**src/rtl/pm1_exponent_scheduler.sv**
```systemverilog
// Stage-1 sequencer for the Pollard p-1 engine: walks the small-prime table up to
// prime_limit, runs the shared exponent finder per prime and streams (base, exponent) pairs.
module pm1_exponent_scheduler #(
  parameter int TIMEOUT_CYCLES = 128,
  parameter int BOUNDARY_W     = 64
) (
  input  logic                  clk,
  input  logic                  reset,
  input  logic                  start,
  input  logic [BOUNDARY_W-1:0] boundary,
  input  logic [8:0]            prime_limit,
  output logic                  ef_clear,
  output logic                  ef_input_enable,
  output logic [8:0]            ef_base,
  output logic [BOUNDARY_W-1:0] ef_boundary,
  input  logic [7:0]            ef_exponent,
  input  logic                  ef_ready,
  output logic                  out_valid,
  output logic [8:0]            out_base,
  output logic [7:0]            out_exponent,
  input  logic                  out_ready,
  output logic                  busy,
  output logic                  done,
  output logic                  error,
  output logic [2:0]            state_dbg
);

  // Handshake: a pair transfers on a rising edge where out_valid && out_ready; while
  // out_valid is high, out_base/out_exponent hold and out_valid never drops without a transfer.

  localparam int CNT_W = $clog2(TIMEOUT_CYCLES + 1);
  localparam logic [CNT_W-1:0] CNT_LAST = CNT_W'(TIMEOUT_CYCLES - 1);
  localparam logic [6:0] LAST_IDX = 7'd96;

  localparam logic [8:0] PRIMES [0:96] = '{
    9'd2,   9'd3,   9'd5,   9'd7,   9'd11,  9'd13,  9'd17,  9'd19,  9'd23,  9'd29,
    9'd31,  9'd37,  9'd41,  9'd43,  9'd47,  9'd53,  9'd59,  9'd61,  9'd67,  9'd71,
    9'd73,  9'd79,  9'd83,  9'd89,  9'd97,  9'd101, 9'd103, 9'd107, 9'd109, 9'd113,
    9'd127, 9'd131, 9'd137, 9'd139, 9'd149, 9'd151, 9'd157, 9'd163, 9'd167, 9'd173,
    9'd179, 9'd181, 9'd191, 9'd193, 9'd197, 9'd199, 9'd211, 9'd223, 9'd227, 9'd229,
    9'd233, 9'd239, 9'd241, 9'd251, 9'd257, 9'd263, 9'd269, 9'd271, 9'd277, 9'd281,
    9'd283, 9'd293, 9'd307, 9'd311, 9'd313, 9'd317, 9'd331, 9'd337, 9'd347, 9'd349,
    9'd353, 9'd359, 9'd367, 9'd373, 9'd379, 9'd383, 9'd389, 9'd397, 9'd401, 9'd409,
    9'd419, 9'd421, 9'd431, 9'd433, 9'd439, 9'd443, 9'd449, 9'd457, 9'd461, 9'd463,
    9'd467, 9'd479, 9'd487, 9'd491, 9'd499, 9'd503, 9'd509
  };

  typedef enum logic [2:0] {
    S_IDLE, S_CLEAR, S_ARM, S_RUN, S_EMIT, S_NEXT, S_DONE, S_ERROR
  } state_t;

  state_t                state, state_nx;
  logic [6:0]            idx;
  logic [6:0]            idx_inc;
  logic [BOUNDARY_W-1:0] bound_q;
  logic [8:0]            limit_q;
  logic [7:0]            exp_q;
  logic [CNT_W-1:0]      cnt;
  logic [8:0]            cur_prime;
  logic [8:0]            nxt_prime;

  function automatic logic [8:0] prime_at(input logic [6:0] i);
    if (i <= LAST_IDX) return PRIMES[i];
    return 9'd0;
  endfunction

  assign idx_inc   = idx + 7'd1;
  assign cur_prime = prime_at(idx);
  assign nxt_prime = prime_at(idx_inc);

  always_ff @(posedge clk or posedge reset) begin
    if (reset) state <= S_IDLE;
    else       state <= state_nx;
  end

  always_comb begin
    state_nx = state;
    case (state)
      S_IDLE:  if (start) state_nx = (prime_limit < 9'd2) ? S_DONE : S_CLEAR;
      S_CLEAR: state_nx = S_ARM;
      // ARM deliberately ignores ef_ready so a result left over from the previous job is never taken.
      S_ARM:   state_nx = S_RUN;
      S_RUN: begin
        if (ef_ready)             state_nx = (ef_exponent == 8'd0) ? S_NEXT : S_EMIT;
        else if (cnt == CNT_LAST) state_nx = S_ERROR;
      end
      S_EMIT:  if (out_ready) state_nx = S_NEXT;
      S_NEXT:  state_nx = ((idx == LAST_IDX) || (nxt_prime > limit_q)) ? S_DONE : S_CLEAR;
      S_DONE:  state_nx = S_IDLE;
      S_ERROR: state_nx = S_IDLE;
      default: state_nx = S_IDLE;
    endcase
  end

  always_ff @(posedge clk or posedge reset) begin
    if (reset) begin
      idx     <= 7'd0;
      bound_q <= '0;
      limit_q <= 9'd0;
      exp_q   <= 8'd0;
      cnt     <= '0;
      busy    <= 1'b0;
      error   <= 1'b0;
    end else begin
      case (state)
        S_IDLE: if (start) begin
          bound_q <= boundary;
          limit_q <= prime_limit;
          idx     <= 7'd0;
          error   <= 1'b0;
          busy    <= 1'b1;
        end
        S_ARM: cnt <= '0;
        S_RUN: begin
          cnt <= cnt + 1'b1;
          if (ef_ready) exp_q <= ef_exponent;
        end
        S_NEXT: idx <= idx_inc;
        S_DONE: busy <= 1'b0;
        S_ERROR: begin
          error <= 1'b1;
          busy  <= 1'b0;
        end
        default: ;
      endcase
    end
  end

  always_comb begin
    ef_clear        = 1'b0;
    ef_input_enable = 1'b0;
    ef_base         = 9'd0;
    out_valid       = 1'b0;
    out_base        = 9'd0;
    out_exponent    = 8'd0;
    done            = 1'b0;
    case (state)
      S_CLEAR: begin
        ef_clear = 1'b1;
        ef_base  = cur_prime;
      end
      S_ARM, S_RUN: begin
        ef_input_enable = 1'b1;
        ef_base         = cur_prime;
      end
      S_EMIT: begin
        out_valid    = 1'b1;
        out_base     = cur_prime;
        out_exponent = exp_q;
      end
      S_DONE: done = 1'b1;
      default: ;
    endcase
  end

  assign ef_boundary = bound_q;
  assign state_dbg   = state;

endmodule

```
**config.mk**
```make
export PLATFORM = sky130hd
export DESIGN_NAME = pm1_exponent_scheduler
export DESIGN_NICKNAME = d
export VERILOG_FILES = /design/src/rtl/pm1_exponent_scheduler.sv
export SDC_FILE = /design/constraint.sdc
export NUM_CORES = 1
export LEC_CHECK = 0
export CAP_MARGIN = 20
export CORE_MARGIN = 2
export CORE_UTILIZATION = 40
export CTS_CLUSTER_SIZE = 12
export DETAILED_ROUTE_END_ITERATION = 7
export PLACE_DENSITY_LB_ADDON = 0.3
export SYNTH_ARGS = -nofsm -noshare
export SYNTH_HDL_FRONTEND = slang
export SYNTH_SLANG_ARGS = --single-unit
```
**constraint.sdc**
```tcl
create_clock -name clk -period 5.8 [get_ports clk]
set_clock_uncertainty 0.05 [all_clocks]
set_input_delay 0.87 -clock clk [delete_from_list [all_inputs] [get_ports clk]]
set_output_delay 0.87 -clock clk [all_outputs]
set_load 0.05 [all_outputs]
```
**Word level (Yosys, flattened, before mapping)**

Memory sizes are Yosys's and may differ from the RTL's.
Index checks and enable logic that the tools add are counted.

- Register bits after elaboration: 101
- ROM bits: 2304
- Output and inout bits: 99
- Logic and storage cells: 80
- Memories kept: 2

Memory list:

| name | words | bits a word | read ports | clocked after memory_dff | wr ports | RTL line | source |
|---|---|---|---|---|---|---|---|
| (no name shown) | 128 | 9 | 1 | 0 | 0 | 63 | `if (i <= LAST_IDX) return PRIMES[i];` |
| (no name shown) | 128 | 9 | 1 | 0 | 0 | 63 |  |

- Add/sub/neg operators: 2
- Magnitude comparators: 6
- Equal/unequal tests: 12
- Multiplexer cells: 32
- Bitwise operators: 2
- Reduce and logical (&&, ||, !) cells: 16

Operators with widths:

| kind | number |
|---|---|
| 9-bit two-way mux | 10 |
| 3-bit case mux with 7 select lines | 1 |
| 3-bit two-way mux | 6 |
| 8-bit >= comparator (second input constant) | 2 |
| 7-bit NOT with 8-bit output | 2 |
| 8-bit case mux with 2 select lines | 1 |
| 7-bit <= comparator (second input constant) | 2 |
| 7-bit case mux with 2 select lines | 1 |
| 3-bit == test (second input constant) | 4 |
| 2-bit AND reduction | 5 |
| 9-bit greater-than comparator | 1 |
| 9-bit by 2-bit < comparator with 1-bit output (second input constant) | 1 |
| 1-bit two-way mux | 9 |
| 8-bit by 1-bit adder with 8-bit output (second input constant) | 1 |
| 8-bit by 7-bit == test with 1-bit output (second input constant) | 1 |
| 8-bit logical NOT | 1 |
| 8-bit two-way mux | 1 |
| 2-bit nonzero test | 4 |
| 7-bit by 1-bit adder with 7-bit output (second input constant) | 1 |
| 7-bit == test (second input constant) | 1 |
| 7-bit two-way mux | 1 |
| 3-bit by 2-bit == test with 1-bit output (second input constant) | 2 |
| 2-bit inequality test (second input constant) | 2 |
| 1-bit case mux with 2 select lines | 2 |
| 7 further kinds | 8 |

**Depth between registers and ports, before layout**

- Depth after elaboration: 11
- Mapped depth: 19

**Worst setup path before layout**

No wires, ideal clock.

- Kind: register -> register
- Start point: reg idx[0]
- End point: reg state[2], in the netlist state_dbg[2]
- Setup time: 0.082 ns
- Data arrival time: 3.936 ns
- Setup slack: 1.732 ns
- Stages on the path, launching flop included: 20
- Path buffers: 2
- Clock period less this slack: 4.068 ns
- Path through: dfrtp_1 > ha_1 > buf_2 > inv_1 > ha_1 > clkbuf_1 > inv_1 > ha_1 > a21oi_1 > nor2_1 > a2111oi_0 > a31oi_1 > and3_1 > ha_1 > and3_1 > o21ai_0 > a31oi_1 > o22ai_1 > a311o_1 > a31oi_1

- Word-level cells in the longest chain between the ends: 11
- Elaborated cells between the ends (all ways): 14
- Classes of those cells: add/sub: 1; order compare: 2; eq/ne: 1; mux: 7; bitwise: 1; reduce/logical: 1; memory: 1

RTL lines:

| element | RTL line | source |
|---|---|---|
| from (decl) | 53 | `logic [6:0] idx;` |
| from (signal assigned) | 118 | `S_NEXT: idx <= idx_inc;` |
| 7-bit by 1-bit adder with 7-bit output | 67 | `assign idx_inc = idx + 7'd1;` |
| 7-bit NOT with 8-bit output (implied by the code) | 63 |  |
| memory 128 x 9 bit | -- |  |
| 9-bit two-way mux (implied by the code) (2 in series) | 63 |  |
| 9-bit two-way mux | 63 |  |
| 9-bit two-way mux | 64 | `return 9'd0;` |
| 9-bit greater-than comparator | 88 | `S_NEXT: state_nx = ((idx == LAST_IDX) \|\| (nxt_prime > limit_q)) ? S_DONE : S_CLEAR;` |
| 1-bit logical OR * | 88 |  |
| 3-bit two-way mux * | 88 |  |
| 3-bit case mux with 7 select lines * | 78 | `case (state)` |
| to (signal assigned) | 73 | `else state <= state_nx;` |
| to (decl) | 52 | `state_t state, state_nx;` |

Mark *: on every way between the ends. The rest lies on a longest branch, timed or not. The select of a mux whose other input is x is not followed.
A chain may end at the register's enable or synchronous reset.

**Worst setup path after layout**

- Start point: reg idx[1]
- End point: out ef_base[3]

- Word-level cells in the longest chain between the ends: 7
- Elaborated cells between the ends (all ways): 9
- Classes of those cells: order compare: 1; mux: 6; bitwise: 1; memory: 1

RTL lines:

| element | RTL line | source |
|---|---|---|
| 7-bit NOT with 8-bit output (implied by the code) | 63 |  |
| memory 128 x 9 bit | -- |  |
| 9-bit two-way mux (implied by the code) (2 in series) | 63 |  |
| 9-bit two-way mux | 63 |  |
| 9-bit two-way mux * | 64 |  |
| 9-bit two-way mux * | 137 | `case (state)` |
| to (decl) | 14 | `output logic [8:0] ef_base,` |

Marks and branches as above.

==> reports/results.tsv <==
metric	value	unit
finalHoldViolations	0	
critPathTopFamily	buffers and inverters	
grt_use_met2	0.340	
drt_pass1_iterations	5	
io_buffer_count	184	
worst_pin_slew	1.02	ns
grt_pass1_wl	31400	µm
viasPerCell	5.61	
n_fill_cell	1586	
busiest_layer	met2	
grt-ovfl-total	0	
fin_tns_setup	0	ns
final-setup-viol-count	0	
worstSkewPairLatency	0.35	ns
root_buffer	clkbuf_16	
cp-start-kind	register	
ys_seq_area_frac	0.362	
fp.dieArea	18500	µm²
path_clk_slew	0.07	ns
io_pins	185	
grt_setup_unrepaired	false	
fin_crit_sh	0.901	
antenna_found_initial	0	
async_flop_share	1.00	
crit_fanout	20	
cp_slowest_cell	clkdlybuf4s50_1	
hpwl	14200	µm
power_density	611	nW/µm²
worstPathBufferInverterCount	2	
cp-end-kind	output port	
finalNonFillerCells	1100	
cp.depth	9	
ys_ff_latch	101	
clock.fmax	191	MHz
synthesis.area	6990	µm²
met3_usage	0.0589	
vdd_ir_drop_max	0.425	mV
syn_area_per_cell	9.64	µm²
ys_warn_count	0	
cts-hold-fix-buffers	0	
drt-total-wl	20000	µm
cts_made_buffers	9	
clock-sinks	101	
path_class	reg2out	
wl_per_cell	18.1	µm
grtUsageTotal	0.213	
slew_violations	0	
clockBufferDepth	2	
critPathRequiredTime	4.88	ns
fp.dieH	136	µm
min_path_type	reg2reg	
post_cts_buffers	0	
globalplace.congestion	0.897	
drtAntennaViolNets	0	
synth_cells	725	
max_cap_violations	0	
status	complete, no violations	
synth_nets	846	
hold_depth	1	
final.min_clock_period	5.23	ns
placed_cells	1083	
maxSlewHeadroom	0.318	
die_x	136	µm
layout.nets	991	
power	5.61	mW
cts_resized	0	
reg2reg_depth	17	
design.core.area	17200	µm²
h-tree-depth	3	
area_delta_synth_final	31.4	%
path_cells	inv_1, ha_1, and2b_1, a21oi_1, mux4_2, a22oi_1, o311ai_1, nor2_1, clkdlybuf4s50_1	
start_util	0.407	
rows	48	
cts_tree	done	
drc_errors	0	
drtIter0Drc	554	
grt_pass1_vias	5864	
slowest_delay	0.81	ns
synth_edf_count	0	
drive_above_1_share	0.144	
p_leak	3.68	nW
synth_flop_cell	dfrtp_1	
cp.arrival	4.31	ns
grt_max_degree	88	
vias	6175	
synth.distinct_cells	77	
n_antenna_cell	0	
gr-usage-met1	0.284	
[layout by cell type, fill, tap and decap left out, types with 3 or more instances in the layout]
| cell | count |
|---|---|
| o211ai_1 | 5 |
| ha_1 | 35 |
| o21ai_1 | 5 |
| a31oi_1 | 9 |
| a211oi_1 | 17 |
| xnor2_1 | 3 |
| o221ai_1 | 4 |
| o22ai_1 | 8 |
| o21ai_0 | 44 |
| o41ai_1 | 3 |
| o21a_1 | 3 |
| nor4_1 | 10 |
| or3_1 | 3 |
| nor2_1 | 63 |
| o31ai_1 | 7 |
| and3_1 | 13 |
| nand2b_1 | 7 |
| a21boi_0 | 4 |
| nor3_1 | 14 |
| mux2i_1 | 13 |
| dfrtp_1 | 101 |
| nand3_1 | 9 |
| inv_1 | 25 |
| mux4_2 | 10 |
| xor2_1 | 3 |
| mux2_2 | 75 |
| a21o_1 | 5 |
| buf_4 | 8 |
| a311oi_1 | 6 |
| clkbuf_16 | 9 |
| nand2_1 | 61 |
| a211o_1 | 4 |
| clkdlybuf4s50_1 | 184 |
| nor2b_1 | 10 |
| a21oi_1 | 38 |
[layout make-up]
type / instances / area [µm²] / share of cell area
Tap cell: 225 / 282 / 0.0307
Inverter: 27 / 104 / 0.0113
Clock inverter: 5 / 43.8 / 0.00477
Timing Repair Buffer: 193 / 1930 / 0.210
Sequential cell: 101 / 2530 / 0.275
Multi-Input combinational cell: 538 / 4050 / 0.441
Clock buffer: 11 / 243 / 0.0264
[final timing paths]
| kind | start | end | slack [ns] |
|---|---|---|---|
| worst max-delay path | idx[1] | ef_base[3] | 0.57 |
| worst min-delay path | busy | busy | 0.44 |
| worst max register to register | idx[1] | state_dbg[1] | 0.70 |
| worst min register to register | busy | busy | 0.44 |
| max in group asynchronous | reset | cnt[3] | 3.69 |
| min in group asynchronous | reset | ef_boundary[18] | 0.94 |
[where the power goes]
part	switching (mW)	leakage (nW)	total [mW]	internal, mW
registers	0.266	1.23	1.30	1.03
clock network	0.280	0.134	0.588	0.309
logic	2.30	2.31	3.72	1.42
[metrics by stage]
| step | instance area [µm²] | setup WS, ns | hold WS [ns] | util |
|---|---|---|---|---|
| floorplan | 6990 | 1.73 | 0.402 | - |
| global placement | 8870 | 0.998 | 0.414 | 0.516 |
| detailed placement | 8870 | 0.872 | 0.418 | 0.516 |
| CTS | 9150 | 0.596 | 0.439 | 0.533 |
| global route | 9180 | 0.329 | 0.458 | 0.535 |
| finish | 9180 | 0.573 | 0.435 | 0.535 |
[cell families after synthesis]
logic type,count (synthesis),share of synthesized area
AND/OR/NAND/NOR,209,0.146
AO/OA/AOI/OAI,186,0.177
flip-flops,101,0.362
multiplexers,99,0.176
buffers and inverters,86,0.0586
adder cells (fa/ha/maj),35,0.0627
XOR/XNOR,9,0.0177
[routing by layer]
layer / up-vias / share of wire
met1: 2920 / 0.42
met2: 274 / 0.48
li1: 2938 / -
met5: - / 0
met4: 0 / 0.021
met3: 43 / 0.084
[synth_stat cells, types with 3 or more instances]
library cell / number / area share
clkbuf_1: 27 / 0.015
o31ai_1: 7 / 0.0075
xnor2_1: 3 / 0.0038
nor2_1: 63 / 0.034
and2_1: 3 / 0.0027
a21oi_1: 38 / 0.027
a211o_1: 4 / 0.0050
o211ai_1: 5 / 0.0054
mux2i_1: 13 / 0.019
inv_1: 26 / 0.014
buf_4: 7 / 0.0075
nor3_1: 14 / 0.010
and3_1: 13 / 0.012
mux2_2: 75 / 0.12
buf_6: 5 / 0.0081
a211oi_1: 17 / 0.018
o221ai_1: 4 / 0.0050
a311oi_1: 6 / 0.0075
nand2b_1: 7 / 0.0063
dfrtp_1: 101 / 0.36
or3_1: 3 / 0.0027
a21o_1: 5 / 0.0054
nand3_1: 9 / 0.0064
o21ai_1: 5 / 0.0036
o21ai_0: 44 / 0.032
o41ai_1: 3 / 0.0038
buf_2: 18 / 0.013
o21a_1: 3 / 0.0032
a21boi_0: 4 / 0.0043
nor2b_1: 10 / 0.0090
xor2_1: 3 / 0.0038
ha_1: 35 / 0.063
mux4_2: 10 / 0.032
o22ai_1: 8 / 0.0072
nor4_1: 10 / 0.0090
nand2_1: 61 / 0.033
a31oi_1: 9 / 0.0081
[state kept, by name (all words and copies together), names as in the netlist]
register / flops
state_dbg: 3
ef_boundary: 64
busy: 1
idx: 7
cnt: 8
limit_q: 9
exp_q: 8
error: 1
Power figures use the tool's default switching activity.
